File: src/rtl/multicycle_adder.sv
// multicycle_adder
// ----------------
// Area-lean adder/subtractor for wide operands. One SLICE-bit full-adder
// slice is reused over N = WIDTH/SLICE clock cycles, least significant slice
// first, with the carry kept in a register between slices.
//
// Ports:
//   clk       rising-edge clock
//   rst       asynchronous, active-high reset
//   start     request a new operation (only looked at while idle)
//   A, B      operands, captured on the accepting edge
//   Cin       carry-in (borrow-in when Sub=1), captured on the accepting edge
//   Sub       0 = add, 1 = subtract, captured on the accepting edge
//   busy      high while an operation is in progress (exactly N cycles)
//   done      one-cycle pulse in the cycle after the result is written
//   Sum       result, held until the next completion
//   Carry     carry-out of the MSB; in subtract mode 1 means "no borrow"
//   Overflow  signed two's-complement overflow of the completed operation
//
// state | meaning
// ------+-----------------------------------------------------------------
// IDLE  | waiting for start; results from the previous operation are held
// RUN   | one slice is added per edge; the last slice writes the results

module multicycle_adder #(
  parameter int WIDTH = 8,
  parameter int SLICE = 1
) (
  input  logic             clk,
  input  logic             rst,
  input  logic             start,
  input  logic [WIDTH-1:0] A,
  input  logic [WIDTH-1:0] B,
  input  logic             Cin,
  input  logic             Sub,
  output logic             busy,
  output logic             done,
  output logic [WIDTH-1:0] Sum,
  output logic             Carry,
  output logic             Overflow
);

  localparam int N  = WIDTH / SLICE;
  localparam int CW = (N > 1) ? $clog2(N) : 1;
  localparam logic [CW-1:0] LAST = CW'(N - 1);

  generate
    if (WIDTH < 2 || SLICE < 1 || (WIDTH % SLICE) != 0) begin : g_bad_params
      $error("multicycle_adder: WIDTH must be >= 2 and an exact multiple of SLICE");
    end
  endgenerate

  typedef enum logic {
    IDLE = 1'b0,
    RUN  = 1'b1
  } state_t;

  state_t state;
  state_t state_next;

  // Operands are kept in shift registers so the active slice always sits in
  // the low bits; this avoids a variable-index mux across the full width.
  logic [WIDTH-1:0] a_sh;
  logic [WIDTH-1:0] b_sh;
  logic [WIDTH-1:0] psum;
  logic [WIDTH-1:0] psum_next;
  logic             carry_q;
  logic [CW-1:0]    cnt;

  logic [SLICE-1:0] a_sl;
  logic [SLICE-1:0] b_sl;
  logic [SLICE-1:0] s_sl;
  logic             c_sl;
  logic             c_msb_in;
  logic             accept;
  logic             last;

  assign busy = (state == RUN);
  assign last = (cnt == LAST);

  always_comb begin
    a_sl = a_sh[SLICE-1:0];
    b_sl = b_sh[SLICE-1:0];
    {c_sl, s_sl} = {1'b0, a_sl} + {1'b0, b_sl} + {{SLICE{1'b0}}, carry_q};
    // Carry into the top bit of the slice, recovered from the sum bit itself.
    // On the last slice this is the carry into bit WIDTH-1.
    c_msb_in = s_sl[SLICE-1] ^ a_sl[SLICE-1] ^ b_sl[SLICE-1];
  end

  // Each new slice sum enters at the top of psum and moves down, so after N
  // slices slice 0 lands in the least significant position.
  generate
    if (N == 1) begin : g_psum_single
      assign psum_next = s_sl;
    end else begin : g_psum_shift
      assign psum_next = {s_sl, psum[WIDTH-1:SLICE]};
    end
  endgenerate

  always_ff @(posedge clk or posedge rst) begin
    if (rst) begin
      state <= IDLE;
    end else begin
      state <= state_next;
    end
  end

  always_comb begin
    state_next = state;
    accept     = 1'b0;
    case (state)
      IDLE: begin
        if (start) begin
          accept     = 1'b1;
          state_next = RUN;
        end
      end
      RUN: begin
        if (last) begin
          state_next = IDLE;
        end
      end
      default: state_next = IDLE;
    endcase
  end

  always_ff @(posedge clk or posedge rst) begin
    if (rst) begin
      a_sh     <= '0;
      b_sh     <= '0;
      psum     <= '0;
      carry_q  <= 1'b0;
      cnt      <= '0;
      done     <= 1'b0;
      Sum      <= '0;
      Carry    <= 1'b0;
      Overflow <= 1'b0;
    end else begin
      done <= 1'b0;
      if (accept) begin
        // Subtraction is A + ~B + 1; the borrow-in flips that trailing 1.
        a_sh    <= A;
        b_sh    <= B ^ {WIDTH{Sub}};
        carry_q <= Cin ^ Sub;
        psum    <= '0;
        cnt     <= '0;
      end else if (state == RUN) begin
        a_sh    <= a_sh >> SLICE;
        b_sh    <= b_sh >> SLICE;
        carry_q <= c_sl;
        psum    <= psum_next;
        cnt     <= cnt + 1'b1;
        if (last) begin
          Sum      <= psum_next;
          Carry    <= c_sl;
          Overflow <= c_msb_in ^ c_sl;
          done     <= 1'b1;
        end
      end
    end
  end

endmodule
File: config.mk
export PLATFORM = sky130hd
export DESIGN_NAME = multicycle_adder
export DESIGN_NICKNAME = d
export VERILOG_FILES = /design/src/rtl/multicycle_adder.sv
export SDC_FILE = /design/constraint.sdc
export NUM_CORES = 1
export LEC_CHECK = 0
export BUFFER_PORTS_ARGS = -buffer_cell sky130_fd_sc_hd__buf_2
export CAP_MARGIN = 20
export CORE_AREA = 2 2 75 77
export DETAILED_ROUTE_END_ITERATION = 7
export DIE_AREA = 0 0 77 79
export SETUP_SLACK_MARGIN = 0.02
export SYNTH_ARGS = -nofsm -noshare
export SYNTH_HDL_FRONTEND = slang
export SYNTH_SLANG_ARGS = --single-unit
File: constraint.sdc
create_clock -name clk -period 1.4 [get_ports clk]
set_input_delay 0.28 -clock clk [delete_from_list [all_inputs] [get_ports clk]]
set_output_delay 0.28 -clock clk [all_outputs]
set_load 0.01 [all_outputs]
==> impl_metrics.json, run 1 <==
{
  "place_ws_ns": -0.0174,
  "cts_tree": "yes",
  "leakagePower_nw": 1.12,
  "power_mw": 4.36,
  "required_ns": 1.58,
  "track_usage": 0.117,
  "io-pin-count": 33,
  "r2r_cells": 5,
  "diodes": 0,
  "cp-startpoint": "a_sh[0]",
  "path_cells": "inv_2 > fa_1 > xnor2_2 > xnor2_1 > o21ai_1",
  "drive_gt1_frac": 0.364,
  "met2_length_mm": 1.42,
  "portBuffers": 32,
  "syn_inst": 148,
  "cts-root-buf": "clkbuf_8",
  "place.detailed.hpwl_mm": 2.19,
  "synth_cell_types": 22,
  "worst_slack_ns": -0.0439,
  "routed.top_layer": "met4",
  "wl_met3_um": 135,
  "fin_nets": 218,
  "tns_ns": -0.0439,
  "syn_avg_cell_area_um2": 12.0,
  "viasPerCell": 4.33,
  "min_period_over_period": 1.03,
  "syn_nets": 172,
  "antenna_found_initial": 0,
  "drt-initial-drc-count": 42,
  "seq_area_frac_synth": 0.551,
  "critPathSlowestCell": "fa_1",
  "initial_utilization": 0.332,
  "synth_warnings": 0,
  "gp_congestion": 0.688,
  "rows": 27,
  "r2r_end": "Overflow",
  "status": "complete, but fails checks",
  "power-per-cell-area_nw_per_um2": 1980,
  "clock_sinks": 39,
  "critical_path_arrival_ns": 1.62,
  "worst_pin_slew_ns": 0.399,
  "dr_total_vias": 1157,
  "core_um2": 5340,
  "setup_viol": 1,
  "routed_wl_mm": 3.06,
  "yosysMostFrequentCell": "dfrtp_1",
  "path_class": "flop to flop",
  "gr-total-overflow": 0,
  "grt_max_degree": 40,
  "synth_top_cell_area_share": 0.551,
  "max_cap_violations": 0,
  "clk_pin_slew_worst_paths_ns": 0.07,
  "ant_nets": 0,
  "drc": 0,
  "insertion_delay_ns": 0.29,
  "die_w_um": 77,
  "slew_violations": 0,
  "crit_path_end_kind": "flop",
  "max_stage_delay_ns": 0.60,
  "firstDrtPassIters": 4,
  "dieArea_um2": 6080,
  "wl_per_cell_um": 11.5,
  "async_flop_share": 1.00,
  "violations": "setup timing",
  "numCtsBuffers": 5,
  "synthToLayoutAreaGrowth_pct": 24.1,
  "synth_edf_count": 0,
  "post-route-min-period_ns": 1.44,
  "timing.rr.start": "a_sh[0]",
  "ir_drop_uv": 737,
  "crit_path_max_fanout": 2,
  "wl_met1_mm": 1.46,
  "finalHoldViolations": 0,
  "yosys_register_bits": 39,
  "hold_path.class": "input pin to asynchronous set/reset pin",
  "fillCellCount": 553,
  "htree_num_levels": 2,
  "yosys-top-cells-count": "39 x dfrtp_1, 19 x nand2_1, 19 x o21ai_0, 18 x mux2i_1, 8 x xor2_1",
  "grt_pass1_vias": 1198,
  "rrSetupSlack_ns": -0.04,
  "cts_buffer_depth": 2,
  "grt_first_pass_wirelength_mm": 5.60,
  "maxSlewHeadroom": 0.734,
  "fmax_ghz": 0.693,
  "die_y_um": 79,
  "synth_area_um2": 1770,
  "rsz0062_at_grt": "yes",
  "critPathLaunchType": "flop",
  "endpoint": "Overflow",
  "holdWs_ns": 0.0341,
  "synth.top_cells.by_area": "dfrtp_1 55%, mux2i_1 10%, o21ai_0 5.4%, nand2_1 4.0%, xor2_1 4.0%",
  "synth_area_leader_cell": "dfrtp_1",
  "ys.flop_type": "dfrtp_1",
  "cts_hold_buf": 0,
  "fin_skew_ns": 0.00488
}
==> kinds of logic after synthesis <==
kind of cell	share of synthesized area
simple gates	0.0671
compound gates	0.0876
xor+xnor	0.0594
flops	0.551
buf+inv	0.0502
fa+ha+maj	0.0254
mux	0.159
==> state kept, by name (all words and copies together), names as in the netlist <==
| register | flops |
|---|---|
| busy | 1 |
| done | 1 |
| Carry | 1 |
| b_sh | 8 |
| psum | 7 |
| carry_q | 1 |
| Overflow | 1 |
| a_sh | 8 |
| Sum | 8 |
| cnt | 3 |
==> where the power goes <==
part / internal (mW) / switching (mW)
Clock: 0.350 / 0.376
Combinational: 0.977 / 0.779
Sequential: 1.58 / 0.295
==> area by class of cell <==
class / count / area (um2) / area share
Timing Repair Buffer: 49 / 313 / 0.142
Sequential cell: 39 / 976 / 0.444
Multi-Input combinational cell: 94 / 718 / 0.327
Clock buffer: 7 / 76.3 / 0.0347
Inverter: 5 / 18.8 / 0.00854
Tap cell: 72 / 90.1 / 0.0410
Clock inverter: 1 / 5.00 / 0.00228
==> routing by layer <==
layer / global-route usage / vias up
met5: 0 / -
met4: 0.0536 / 0
met3: 0.0352 / 4
met2: 0.184 / 26
met1: 0.149 / 538
li1: - / 589
==> worst min path at each step <==
stage	from	cells after the start	to	slack, ns
after floorplan	A[7]	2	a_sh[7]	0.44
after global placement	rst	3	Carry	0.35
after detailed placement	rst	3	Carry	0.35
after CTS	rst	3	cnt[2]	0.03
after global routing	rst	3	cnt[2]	0.05
final	rst	3	a_sh[4]	0.03
==> layout by cell type (no fill, tap or decap), drive strengths merged <==
cell | Yosys | routed
dfrtp | 39 | 39
xor2 | 8 | 8
a22o | 6 | 6
o21ai | 19 | 19
a211oi | 1 | 1
nand2b | 3 | 3
fa | 1 | 1
xnor2 | 4 | 4
mux2 | 8 | 8
nand2 | 20 | 20
ha | 2 | 2
clkbuf | 4 | 7
inv | 5 | 5
buf | 6 | 49
clkinv | 0 | 1
mux2i | 18 | 18
nor2 | 4 | 4
==> repair_timing <==
action	4_1_cts	5_1_grt
pin swaps	1	3
setup buffers	2	2
setup endpoints to repair	3	10
gates resized for setup	1	4
==> stage by stage <==
step | utilization | area (um2) | instances
6_report | 0.412 | 2200 | 267
5_1_grt | 0.412 | 2200 | 267
4_1_cts | 0.407 | 2170 | 265
3_5_place_dp | 0.389 | 2080 | 255
3_3_place_gp | 0.389 | 2080 | 255
2_1_floorplan | - | 1770 | 148
==> critical path, delay by kind of cell, from the launching register on <==
kind                       cells  cell delay, ns
adders and majority gates      1            0.60
DFF                            1            0.36
xor gates and xnor gates       2            0.27
AOI/OAI and AO/OA              1            0.07
buffers and inverters          1            0.05
Note: power is estimated with default switching activity, not from simulation.
==> inputs of run 2 (changes only) <==
--- a/config.mk
+++ b/config.mk
@@ -7,9 +7,9 @@
 export LEC_CHECK = 0
 export BUFFER_PORTS_ARGS = -buffer_cell sky130_fd_sc_hd__buf_2
 export CAP_MARGIN = 20
-export CORE_AREA = 2 2 75 77
+export CORE_AREA = 2 2 71 80
 export DETAILED_ROUTE_END_ITERATION = 7
-export DIE_AREA = 0 0 77 79
+export DIE_AREA = 0 0 73 82
 export SETUP_SLACK_MARGIN = 0.02
 export SYNTH_ARGS = -nofsm -noshare
 export SYNTH_HDL_FRONTEND = slang
==> run 2 against run 1 <==
Net effect:
- the flow still finishes with violations (setup timing)
- clock skew fell by 0.0039 ns
- maximum frequency is 0.53% higher
- global-route usage fell by 0.13 points
- critical path type unchanged
- critical endpoint unchanged
- largest power group unchanged
==> impl_metrics.json, run 2 (same netlist as run 1, synthesis figures left out) <==
{
  "status": "complete, but fails checks",
  "violations": "setup timing",
  "fin_util": 0.415,
  "fmax_ghz": 0.696,
  "path_class": "flop to flop",
  "crit_path_end_kind": "flop",
  "placed_cell_area_um2": 2050,
  "fillCellCount": 513,
  "placed_cells": 240,
  "cts_buffer_depth": 2,
  "diodes": 0,
  "synthToLayoutAreaGrowth_pct": 22.4,
  "leakagePower_nw": 1.10,
  "required_ns": 1.58,
  "cts-root-buf": "clkbuf_8",
  "dieArea_um2": 5990,
  "antenna_found_initial": 0,
  "core_um2": 5220,
  "firstDrtPassIters": 4,
  "grt_pass1_vias": 1160,
  "worst_slack_ns": -0.0364,
  "critPathLaunchType": "flop",
  "ant_nets": 0,
  "grt_max_degree": 40,
  "crit_path_max_fanout": 2,
  "multi_input_area_um2": 708,
  "clock_sinks": 39,
  "hold_path.class": "input pin to asynchronous set/reset pin",
  "seq_area_um2": 977,
  "critical_path_arrival_ns": 1.62,
  "drive_gt1_frac": 0.337,
  "fin_skew_ns": 0.000987,
  "power-per-cell-area_nw_per_um2": 2010,
  "die_y_um": 82,
  "track_usage": 0.116,
  "drt-initial-drc-count": 51,
  "slew_violations": 0,
  "maxSlewHeadroom": 0.787,
  "cts_tree": "yes",
  "portBuffers": 32,
  "die_w_um": 73,
  "initial_utilization": 0.339,
  "rows": 28,
  "setup_viol": 1,
  "finalNonFillerCells": 250,
  "post-route-min-period_ns": 1.44,
  "viasPerCell": 4.75,
  "numCtsBuffers": 5,
  "htree_num_levels": 2,
  "drc": 0,
  "fin_nets": 213,
  "dr_total_vias": 1187,
  "layout_commonest_cell": "dfrtp_1",
  "insertion_delay_ns": 0.29,
  "ir_drop_uv": 830,
  "clk_pin_slew_worst_paths_ns": 0.07,
  "tns_ns": -0.0364,
  "layout_common_cells": "38 x dfrtp_1, 32 x buf_2, 19 x nand2_1",
  "io-pin-count": 33,
  "wl_per_cell_um": 12.5,
  "worst_pin_slew_ns": 0.319,
  "finalHoldViolations": 0,
  "grt_first_pass_wirelength_mm": 5.35,
  "routed_wl_mm": 3.11,
  "max_cap_violations": 0,
  "gr-total-overflow": 0,
  "rsz0062_at_grt": "yes",
  "min_period_over_period": 1.03,
  "gp_congestion": 0.694,
  "place.detailed.hpwl_mm": 2.10,
  "cts_hold_buf": 0,
  "fin_area_um2": 2170,
  "reg.largest.list": "Sum x8, a_sh x8, b_sh x8"
}
run 2: cell types whose count changed in the layout (fill, tap and decap cells not counted):
cell / before / now
inv_1: 2 / 4
xnor2_1: 3 / 4
buf_4: 15 / 9
ha_2: 2 / 1
inv_2: 3 / 1
dfrtp_1: 39 / 38
xnor2_2: 1 / 0
ha_1: 0 / 1
clkbuf_8: 5 / 7
dfrtp_2: 0 / 1
buf_12: 2 / 3
clkbuf_1: 2 / 1
clkinv_2: 1 / 0
run 2: critical path, cell delays in order, from the launching register on:
cell     delay, ns
dfrtp_1       0.37
inv_2         0.05
fa_1          0.57
xnor2_1       0.14
xnor2_1       0.14
o21ai_1       0.07
run 2: path summary, 6_finish.rpt:
| kind | from | to | cells after the start | slack, ns |
|---|---|---|---|---|
| worst max-delay path | carry_q | Overflow | 5 | -0.04 |
| worst min-delay path | rst | b_sh[4] | 3 | 0.03 |
| worst max register to register | carry_q | Overflow | 5 | -0.04 |
| worst min register to register | Sum[7] | Sum[7] | 2 | 0.48 |
| max in group asynchronous | rst | busy | 3 | 1.16 |
| min in group clk | A[7] | a_sh[7] | 3 | 0.23 |
run 2: power breakdown:
group	switching (mW)	total [mW]	leakage (nW)	internal, mW
sequential	0.290	1.88	0.506	1.59
combinational	0.748	1.65	0.544	0.906
clock	0.378	0.827	0.0515	0.450
total	1.42	4.36	1.10	2.94
run 2: layer usage:
layer / global-route usage / up-vias / wire length (um)
met1: 0.144 / 567 / 1490
met3: 0.0380 / 6 / 160
li1: - / 577 / -
met4: 0.0389 / 0 / 42
met5: 0 / - / 0
met2: 0.188 / 37 / 1420
run 2: through the flow:
step | setup slack [ns] | total power, mW | hold WS [ns]
final | -0.0364 | 4.36 | 0.0331
after global routing | -0.103 | 4.70 | 0.0631
after CTS | -0.0477 | 4.40 | 0.0394
after detailed placement | -0.0336 | 3.53 | 0.361
after global placement | 0.00715 | 3.48 | 0.358
after floorplan | -0.00859 | 2.97 | 0.436
run 2: area by class of cell:
type                       instances  area share
clock buffer                       8      0.0462
inverter                           5     0.00866
multi-input combinational         94       0.327
sequential                        39       0.451
tap                               60      0.0346
timing repair buffer              44       0.133
run 2: what timing repair did:
action | 4_1_cts | 5_1_grt
buffers inserted | 0 | 2
pin swaps | 1 | 0
endpoints found under the setup margin | 2 | 6
resized for setup | 2 | 0
